[src/rtl/update_bin_multi.sv]
// Bin write-back sequencer: learnt clauses, mapped var states and level states
// are written back in three count-controlled phases, then a two-cycle drain.
module update_bin_multi #(
    parameter int NUM_CLAUSES_A_BIN      = 8,
    parameter int NUM_ORIG_CLAUSES       = 4,
    parameter int NUM_VARS_A_BIN         = 8,
    parameter int NUM_LVLS_A_BIN         = 8,
    parameter int WIDTH_CLAUSES          = 2 * NUM_VARS_A_BIN,
    parameter int WIDTH_VARS             = 12,
    parameter int WIDTH_LVL              = 16,
    parameter int WIDTH_BIN_ID           = 10,
    parameter int WIDTH_VAR_STATES       = 30,
    parameter int WIDTH_LVL_STATES       = 30,
    parameter int ADDR_WIDTH_CLAUSES     = 9,
    parameter int ADDR_WIDTH_VARS        = 9,
    parameter int ADDR_WIDTH_VARS_STATES = 9,
    parameter int ADDR_WIDTH_LVLS_STATES = 9
) (
    input  logic                                        clk,
    input  logic                                        rst,
    input  logic                                        start_update,
    input  logic [WIDTH_BIN_ID-1:0]                     cur_bin_num_i,
    input  logic [$clog2(NUM_CLAUSES_A_BIN+1)-1:0]      n_learnt_i,
    input  logic [$clog2(NUM_VARS_A_BIN+1)-1:0]         n_vars_i,
    input  logic [$clog2(NUM_LVLS_A_BIN+1)-1:0]         n_lvls_i,
    input  logic [WIDTH_LVL-1:0]                        base_lvl_i,
    output logic                                        apply_update_o,
    output logic                                        done_update,
    output logic [NUM_CLAUSES_A_BIN-1:0]                rd_carray_o,
    input  logic [WIDTH_CLAUSES-1:0]                    clause_i,
    input  logic [WIDTH_VAR_STATES*NUM_VARS_A_BIN-1:0]  var_state_i,
    input  logic [WIDTH_LVL_STATES*NUM_LVLS_A_BIN-1:0]  lvl_states_i,
    output logic                                        ram_we_c_o,
    output logic [WIDTH_CLAUSES-1:0]                    ram_data_c_o,
    output logic [ADDR_WIDTH_CLAUSES-1:0]               ram_addr_c_o,
    output logic [ADDR_WIDTH_VARS-1:0]                  ram_addr_v_o,
    input  logic [WIDTH_VARS-1:0]                       ram_data_v_i,
    output logic                                        ram_we_vs_o,
    output logic [WIDTH_VAR_STATES-1:0]                 ram_data_vs_o,
    output logic [ADDR_WIDTH_VARS_STATES-1:0]           ram_addr_vs_o,
    output logic                                        ram_we_l_state_o,
    output logic [WIDTH_LVL_STATES-1:0]                 ram_data_l_state_o,
    output logic [ADDR_WIDTH_LVLS_STATES-1:0]           ram_addr_l_state_o
);

    localparam int unsigned NUM_LEARNT_MAX = NUM_CLAUSES_A_BIN - NUM_ORIG_CLAUSES;
    localparam int unsigned MAX_VL  = (NUM_VARS_A_BIN > NUM_LVLS_A_BIN) ? NUM_VARS_A_BIN : NUM_LVLS_A_BIN;
    localparam int unsigned MAX_ALL = (NUM_LEARNT_MAX > MAX_VL) ? NUM_LEARNT_MAX : MAX_VL;
    localparam int IDX_W = $clog2(MAX_ALL + 1);

    typedef enum logic [2:0] {IDLE, CLAUSE, VAR, LVL, DRAIN1, DRAIN2, DONE} state_t;

    state_t                       state, state_n;
    logic [IDX_W-1:0]             idx, idx_n;
    logic [IDX_W-1:0]             c_cnt, c_cnt_n, v_cnt, v_cnt_n, l_cnt, l_cnt_n;
    logic [IDX_W-1:0]             c_in, v_in, l_in;
    logic [ADDR_WIDTH_CLAUSES-1:0] cb, cb_n;
    logic [ADDR_WIDTH_VARS-1:0]   vb, vb_n;
    logic [WIDTH_LVL-1:0]         base, base_n;
    logic                         v_pend;
    logic [IDX_W-1:0]             v_slot;

    always_comb begin
        c_in = (32'(n_learnt_i) > NUM_LEARNT_MAX) ? IDX_W'(NUM_LEARNT_MAX) : IDX_W'(n_learnt_i);
        v_in = (32'(n_vars_i) > 32'(NUM_VARS_A_BIN)) ? IDX_W'(NUM_VARS_A_BIN) : IDX_W'(n_vars_i);
        l_in = (32'(n_lvls_i) > 32'(NUM_LVLS_A_BIN)) ? IDX_W'(NUM_LVLS_A_BIN) : IDX_W'(n_lvls_i);
    end

    // Phases with a zero count are skipped entirely.
    function automatic state_t after_clause(input logic [IDX_W-1:0] v, input logic [IDX_W-1:0] l);
        if (v != '0)      return VAR;
        else if (l != '0) return LVL;
        else              return DRAIN1;
    endfunction

    always_comb begin
        state_n = state;
        idx_n   = idx;
        c_cnt_n = c_cnt;
        v_cnt_n = v_cnt;
        l_cnt_n = l_cnt;
        cb_n    = cb;
        vb_n    = vb;
        base_n  = base;
        case (state)
            IDLE: begin
                if (start_update) begin
                    c_cnt_n = c_in;
                    v_cnt_n = v_in;
                    l_cnt_n = l_in;
                    cb_n    = ADDR_WIDTH_CLAUSES'(32'(cur_bin_num_i) * 32'(NUM_CLAUSES_A_BIN));
                    vb_n    = ADDR_WIDTH_VARS'(32'(cur_bin_num_i) * 32'(NUM_VARS_A_BIN));
                    base_n  = base_lvl_i;
                    idx_n   = '0;
                    state_n = (c_in != '0) ? CLAUSE : after_clause(v_in, l_in);
                end
            end
            CLAUSE: begin
                if (idx + 1'b1 == c_cnt) begin
                    idx_n   = '0;
                    state_n = after_clause(v_cnt, l_cnt);
                end else begin
                    idx_n = idx + 1'b1;
                end
            end
            VAR: begin
                if (idx + 1'b1 == v_cnt) begin
                    idx_n   = '0;
                    state_n = (l_cnt != '0) ? LVL : DRAIN1;
                end else begin
                    idx_n = idx + 1'b1;
                end
            end
            LVL: begin
                if (idx + 1'b1 == l_cnt) begin
                    idx_n   = '0;
                    state_n = DRAIN1;
                end else begin
                    idx_n = idx + 1'b1;
                end
            end
            DRAIN1:  state_n = DRAIN2;
            DRAIN2:  state_n = DONE;
            DONE:    state_n = IDLE;
            default: state_n = IDLE;
        endcase
    end

    // Select/read-address outputs follow the next state so they are valid
    // for the whole cycle of the phase step they belong to.
    always_ff @(posedge clk or negedge rst) begin
        if (!rst) begin
            state              <= IDLE;
            idx                <= '0;
            c_cnt              <= '0;
            v_cnt              <= '0;
            l_cnt              <= '0;
            cb                 <= '0;
            vb                 <= '0;
            base               <= '0;
            v_pend             <= 1'b0;
            v_slot             <= '0;
            apply_update_o     <= 1'b0;
            done_update        <= 1'b0;
            rd_carray_o        <= '0;
            ram_addr_v_o       <= '0;
            ram_we_c_o         <= 1'b0;
            ram_data_c_o       <= '0;
            ram_addr_c_o       <= '0;
            ram_we_vs_o        <= 1'b0;
            ram_data_vs_o      <= '0;
            ram_addr_vs_o      <= '0;
            ram_we_l_state_o   <= 1'b0;
            ram_data_l_state_o <= '0;
            ram_addr_l_state_o <= '0;
        end else begin
            state  <= state_n;
            idx    <= idx_n;
            c_cnt  <= c_cnt_n;
            v_cnt  <= v_cnt_n;
            l_cnt  <= l_cnt_n;
            cb     <= cb_n;
            vb     <= vb_n;
            base   <= base_n;

            apply_update_o <= (state_n != IDLE);
            done_update    <= (state_n == DONE);
            rd_carray_o    <= (state_n == CLAUSE)
                            ? (NUM_CLAUSES_A_BIN'(1) << (32'(NUM_ORIG_CLAUSES) + 32'(idx_n))) : '0;
            ram_addr_v_o   <= (state_n == VAR) ? ADDR_WIDTH_VARS'(32'(vb_n) + 32'(idx_n)) : '0;

            if (state == CLAUSE) begin
                ram_we_c_o   <= 1'b1;
                ram_data_c_o <= clause_i;
                ram_addr_c_o <= ADDR_WIDTH_CLAUSES'(32'(cb) + 32'(NUM_ORIG_CLAUSES) + 32'(idx));
            end else begin
                ram_we_c_o   <= 1'b0;
                ram_data_c_o <= '0;
                ram_addr_c_o <= '0;
            end

            // The map RAM answers one cycle after the address, hence one pending stage.
            v_pend <= (state == VAR);
            v_slot <= (state == VAR) ? idx : '0;
            if (v_pend && ram_data_v_i != '0) begin
                ram_we_vs_o   <= 1'b1;
                ram_data_vs_o <= var_state_i[32'(v_slot)*WIDTH_VAR_STATES +: WIDTH_VAR_STATES];
                ram_addr_vs_o <= ADDR_WIDTH_VARS_STATES'(ram_data_v_i);
            end else begin
                ram_we_vs_o   <= 1'b0;
                ram_data_vs_o <= '0;
                ram_addr_vs_o <= '0;
            end

            if (state == LVL) begin
                ram_we_l_state_o   <= 1'b1;
                ram_data_l_state_o <= lvl_states_i[32'(idx)*WIDTH_LVL_STATES +: WIDTH_LVL_STATES];
                ram_addr_l_state_o <= ADDR_WIDTH_LVLS_STATES'(32'(base) + 32'(idx));
            end else begin
                ram_we_l_state_o   <= 1'b0;
                ram_data_l_state_o <= '0;
                ram_addr_l_state_o <= '0;
            end
        end
    end

endmodule

[config.mk]
export PLATFORM = sky130hd
export DESIGN_NAME = update_bin_multi
export DESIGN_NICKNAME = d
export VERILOG_FILES = /design/src/rtl/update_bin_multi.sv
export SDC_FILE = /design/constraint.sdc
export NUM_CORES = 1
export LEC_CHECK = 0
export ABC_CLOCK_PERIOD_IN_PS = 3400
export CORE_AREA = 2 2 261 263
export CTS_CLUSTER_DIAMETER = 120
export DETAILED_ROUTE_END_ITERATION = 16
export DIE_AREA = 0 0 263 265
export HOLD_SLACK_MARGIN = 0.02
export SLEW_MARGIN = 15
export SYNTH_ARGS = -nofsm -noshare
export SYNTH_HDL_FRONTEND = slang
export SYNTH_SLANG_ARGS = --single-unit
[constraint.sdc]
create_clock -name clk -period 3.4 [get_ports clk]
set_input_delay 0.68 -clock clk [delete_from_list [all_inputs] [get_ports clk]]
set_output_delay 0.68 -clock clk [all_outputs]
set_load 0.005 [all_outputs]
; ---- Word level (Yosys, flattened, before mapping)
; Index checks and enable logic that the tools add are counted.
; Widths: inputs -> output; s select.
[word_totals]
input_bits = 549
output_inout_bits = 125
register_bits = 173
wordCells = 90
[op_classes]
n_shift = 3
n_lt_le_gt_ge = 3
n_reduce_logical = 10
mul = 2
add_sub_neg = 6
mux = 32
n_eq_ne = 11
[op_table]
columns = operator, n
row1 = $shiftx 240x10->30, 2
row2 = $mux 30, 2
row3 = $mux 9, 6
row4 = $mux 4, 8
row5 = $add 9x4->9, 3
row6 = $mux 3, 9
row7 = $reduce_bool 4->1, 5
row8 = $pmux 3 s6, 1
row9 = $mul 4x4->8 const B, 2
row10 = $mux 16, 1
row11 = $pmux 4 s4, 1
row12 = $eq 4x4->1, 3
row13 = $reduce_bool 12->1, 1
row14 = $add 9x3->9 const B, 1
row15 = $eq 3x2->1 const B, 3
row16 = $eq 3x3->1 const B, 3
row17 = $gt 4x4->1 const B, 2
row18 = $mux 8, 1
row19 = $shl 1x5->8 const A, 1
row20 = $eq 3x1->1 const B, 2
row21 = $add 3x4->5 const A, 1
row22 = $add 4x1->4 const B, 1
row23 = $gt 4x3->1 const B, 1
row24 = $logic_not 3->1, 1
row25 = other kinds (4), 6

; ---- Longest topological paths before layout
[depth]
depth_word = 10
ltp_mapped = 14
mapped_depth_nobuf = 13

; ---- Worst setup path after synthesis
; No wires, ideal clock.
[synth_path]
path_kind = reg2reg
startpoint = reg idx[1]
endpoint = reg ram_addr_v_o[7]
period_less_slack_ps = 3659
n_path_buf = 1
arrival_time_ps = 3579
setup_ps = 80
path_slack_ps = -259
path_stages_with_launch = 15
t_required_ps = 3320
path_cell_list = dfrtp_1 ha_1 buf_6 xor3_1 nor3_4 a21oi_2 nor3_1 o21ai_0 a21oi_2 inv_1 ha_1 nand2_1 o41ai_1 a21oi_1 nor3b_2
[synth_between]
elab_chain_len = 6
word_cells_on_any_way = 16
cone_classes = add/sub: 2 / eq/ne: 4 / mux: 10
[synth_lines]
columns = element, line_no
row1 = start: declaration, 54  ; logic [IDX_W-1:0] idx, idx_n;
row2 = start signal: assignment, 158  ; idx <= idx_n;
row3 = $add 4x1->4 (*), n/a
row4 = $eq 4x4->1 (on tied branches), "115, 107, 99"
row5 = $mux 4 (on tied branches), "115, 107, 99"
row6 = $pmux 4 s4 (*), 85  ; case (state)
row7 = net idx_n[2], 54
row8 = $add 9x4->9 (*), 170  ; ram_addr_v_o <= (state_n == VAR) ? ADDR_WIDTH_VARS'(32'(vb_n) + 32'(idx_n)) : '0;
row9 = $mux 9 (*), 170
row10 = end signal: assignment, 170
row11 = end: declaration, 36  ; output logic [ADDR_WIDTH_VARS-1:0] ram_addr_v_o,
; The timed path passes the listed nets; every way through them passes the cells marked *.
; A chain may end at the register's enable or synchronous reset.

; ---- Worst setup path in the final report
[layout_path]
startpoint = reg idx[0]
endpoint = reg ram_addr_v_o[5]
; The elaborated chain is that of the path after synthesis.

==> out/results.tsv <==
stage	metric	value	unit
sta	hold-worst-slack	223	ps
synth	synth-seq-cells	173	
sta	setup_ws	131	ps
synth	ys_seq_area_frac	0.427	
layout	fin_nets	2043	
route	drt_iter0_drc	444	
setup_path	r2r-end	ram_addr_v_o[5]$_DFF_PN0_	
run	cap_violations	0	
hold_path	hp-class	input pin to async pin	
sta	period_share	0.961	
cts	clk_pin_slew	80	ps
floorplan	io_pins	674	
floorplan	dieWidth	263	µm
placed_design	place_ws	-20.1	ps
setup_path	crit_required	3770	ps
floorplan	die_y	265	µm
sta	worst_pin_slew	843	ps
global_routing	antenna_found_initial	47	
sta	clock_skew	15.6	ps
global_routing	grt_usage	0.164	
route	dr_wl_met2	29000	µm
synth	synth_nets	1367	
route	post_drt_wl_per_cell	24.4	µm
floorplan	die_area	69700	µm²
synth	ys.warnings.count	0	
layout	final_layout_size_suffix_gt1_frac	0.163	
floorplan	core_area	66800	µm²
synth	synth-edff-count	0	
route	post_drt_via_cell_ratio	4.15	
cts	cts_buffer_depth	2	
global_routing	gr-total-overflow	0	
layout	layout_commonest_cell	clkdlybuf4s50_1	
route	drt-met1-wl	21800	µm
route	dr.pass1.iters	4	
layout	areaGrowthSynthToFinish	85.6	%
setup_path	critPathLaunchType	flop	
cts	cts_inserted_buffers	17	
synth	async_flop_share	1.00	
global_routing	grt_max_degree	87	
cts	cts_tree	built	
route	routed_wl	58000	µm
sta	rsz0062_at_grt	yes	
setup_path	r2r_slack	130	ps
cts	cts_hold_buf	0	
setup_path	r2r.worst_path.cells	13	
placed_design	port_buffers	662	
placed_design	dp_hpwl	48800	µm
synth	yosys_most_used_dff	dfrtp_1	
run_status	status	complete, no violations	
placed_design	gp_congestion	0.984	
sta	hold_viol_final	0	
sta	setup_violations	0	
global_routing	first_global_vias	10513	
setup_path	cp_max_fo	5	
setup_path	crit_arrival	3640	ps
route	postRouteAntennaNets	0	
sta	period_needed	3270	ps
cts	htreeDepth	4	
cts	insertion_delay	490	ps
route	top_layer	met5	
synth	synthCells	805	
synth	synth.avg_cell_area	12.6	µm²
synth	synth_cell_types	55	
sta	max-slew-margin-rel	0.438	
layout	nFillCells	6818	
floorplan	start_util	0.152	
cts	cts_root_buf	clkbuf_16	
layout	final_cell_mix	661 x clkdlybuf4s50_1, 167 x dfrtp_1, 120 x mux4_2	
setup_path	end_kind	flop	
power_and_ir_drop	ir_drop	398	µV
route	drc_errors	0	
power_and_ir_drop	p_per_area	594	nW/µm²
floorplan	num_rows	95	
setup_path	reg2reg_from	idx[0]$_DFF_PN0_	
global_routing	grt_pass1_wl	79600	µm
setup_path	critPathKind	flop to flop	
cts	cts.sinks	173	
route	dr_wl_met3	5640	µm
route	vias	9872	
synth	syn_area	10100	µm²
power_and_ir_drop	p_leak	7.32	nW
sta	slew_violations	0	
sta	fmax	0.306	GHz
[power by group]
group          internal (W)  leakage [nW]  switching, W  total [W]
Combinational       0.00319          4.71       0.00270    0.00589
Sequential          0.00269          2.31      0.000444    0.00313
Clock               0.00112         0.304       0.00103    0.00216
[layout make-up]
| type | count | area (µm²) | area share |
|---|---|---|---|
| antenna | 10 | 25.0 | 0.00133 |
| timing repair buffer | 716 | 7070 | 0.375 |
| clock buffer | 18 | 429 | 0.0228 |
| inverter | 12 | 45.0 | 0.00239 |
| sequential | 173 | 4350 | 0.231 |
| multi-input combinational | 561 | 5640 | 0.299 |
| clock inverter | 14 | 191 | 0.0102 |
| tap | 873 | 1090 | 0.0580 |
[stage by stage]
stage	instance area, µm²	power (W)	TNS [ps]	cells	util
floorplan	10200	0.00605	0	805	-
global placement	18100	0.00892	0	2332	0.271
detailed placement	18100	0.00899	-50.3	2332	0.271
CTS	18700	0.0113	-41.9	2364	0.280
global route	18800	0.0119	-161	2370	0.282
finish	18800	0.0112	0	2377	0.282
[cell families (layout without fill, tap and decap cells)]
logic type / Yosys count / count (layout) / share of synthesized area
AOI/OAI and AO/OA: 46 / 46 / 0.0303
xor gates and xnor gates: 26 / 26 / 0.0269
adders and majority gates: 13 / 13 / 0.0175
buffers and inverters: 71 / 760 / 0.0290
DFF: 173 / 173 / 0.427
muxes: 181 / 181 / 0.327
other: 0 / 10 / 0
and+or+nand+nor: 295 / 295 / 0.143
[critical path, cell delays in order, from the launching register on]
cell	delay (ps)
dfrtp_4	480
ha_2	230
xor3_1	370
nor3_2	210
a21oi_2	130
nor3_4	210
o21ai_1	100
a21oi_2	170
inv_2	80
ha_1	300
nand2_1	120
o41ai_4	480
and3_1	230
nor3_2	50
[synth_stat cells, drive strengths merged, types with 2 or more instances]
library cell | number | area, µm²
dfrtp | 173 | 4330
mux4 | 120 | 2700
nand2 | 89 | 334
nor2 | 85 | 319
mux2i | 60 | 601
clkbuf | 33 | 124
buf | 26 | 125
nor3 | 21 | 131
and3 | 20 | 125
and2 | 19 | 119
xnor2 | 15 | 131
a21oi | 14 | 81.3
nand3 | 14 | 75.1
inv | 12 | 45.0
ha | 11 | 138
nor4 | 9 | 56.3
nor2b | 8 | 50.1
xor2 | 8 | 70.1
nand3b | 7 | 52.6
o21ai | 7 | 35.0
nand4 | 5 | 31.3
nor3b | 5 | 47.5
a31oi | 4 | 25.0
o21a | 4 | 30.0
a21boi | 3 | 22.5
nor4b | 3 | 32.5
xor3 | 3 | 71.3
a211o | 2 | 17.5
a211oi | 2 | 15.0
a21o | 2 | 15.0
a311oi | 2 | 17.5
fa | 2 | 40.0
nand2b | 2 | 12.5
o31ai | 2 | 15.0
or3 | 2 | 12.5
or4 | 2 | 15.0
or4b | 2 | 23.8
[timing repair]
action,in CTS,in global routing
endpoints found under the hold margin,0,0
setup endpoints to repair,3,14
pin swaps,0,10
gates resized for setup,5,14
buffers inserted,0,3
[how the worst max path moves through the flow]
stage                                            to        startpoint  cells past startpoint  slack [ps]
after floorplan           ram_addr_v_o[5]$_DFF_PN0_  idx[1]$_DFF_PN0_                     14          30
after global placement    ram_addr_v_o[6]$_DFF_PN0_  idx[0]$_DFF_PN0_                     14          30
after detailed placement  ram_addr_v_o[7]$_DFF_PN0_  idx[0]$_DFF_PN0_                     13         -20
after CTS                 ram_addr_v_o[8]$_DFF_PN0_  idx[0]$_DFF_PN0_                     13         -20
after global routing      ram_addr_v_o[5]$_DFF_PN0_  idx[0]$_DFF_PN0_                     13         -60
final                     ram_addr_v_o[5]$_DFF_PN0_  idx[0]$_DFF_PN0_                     13         130
[per-layer routing]
layer	up-vias	GRT usage
li1	4362	-
met3	108	0.0604
met1	4857	0.188
met5	-	0
met2	521	0.287
met4	24	0.0469
[state kept, by name, summed over array words and instances (netlist names), 6 cells and up]
| register | cells |
|---|---|
| ram_data_l_state_o | 30 |
| ram_data_vs_o | 30 |
| ram_data_c_o | 16 |
| base | 9 |
| ram_addr_c_o | 9 |
| ram_addr_l_state_o | 9 |
| ram_addr_v_o | 9 |
| ram_addr_vs_o | 9 |
| vb | 9 |
| rd_carray_o | 8 |
| cb | 6 |
Power figures use the tool's default switching activity.
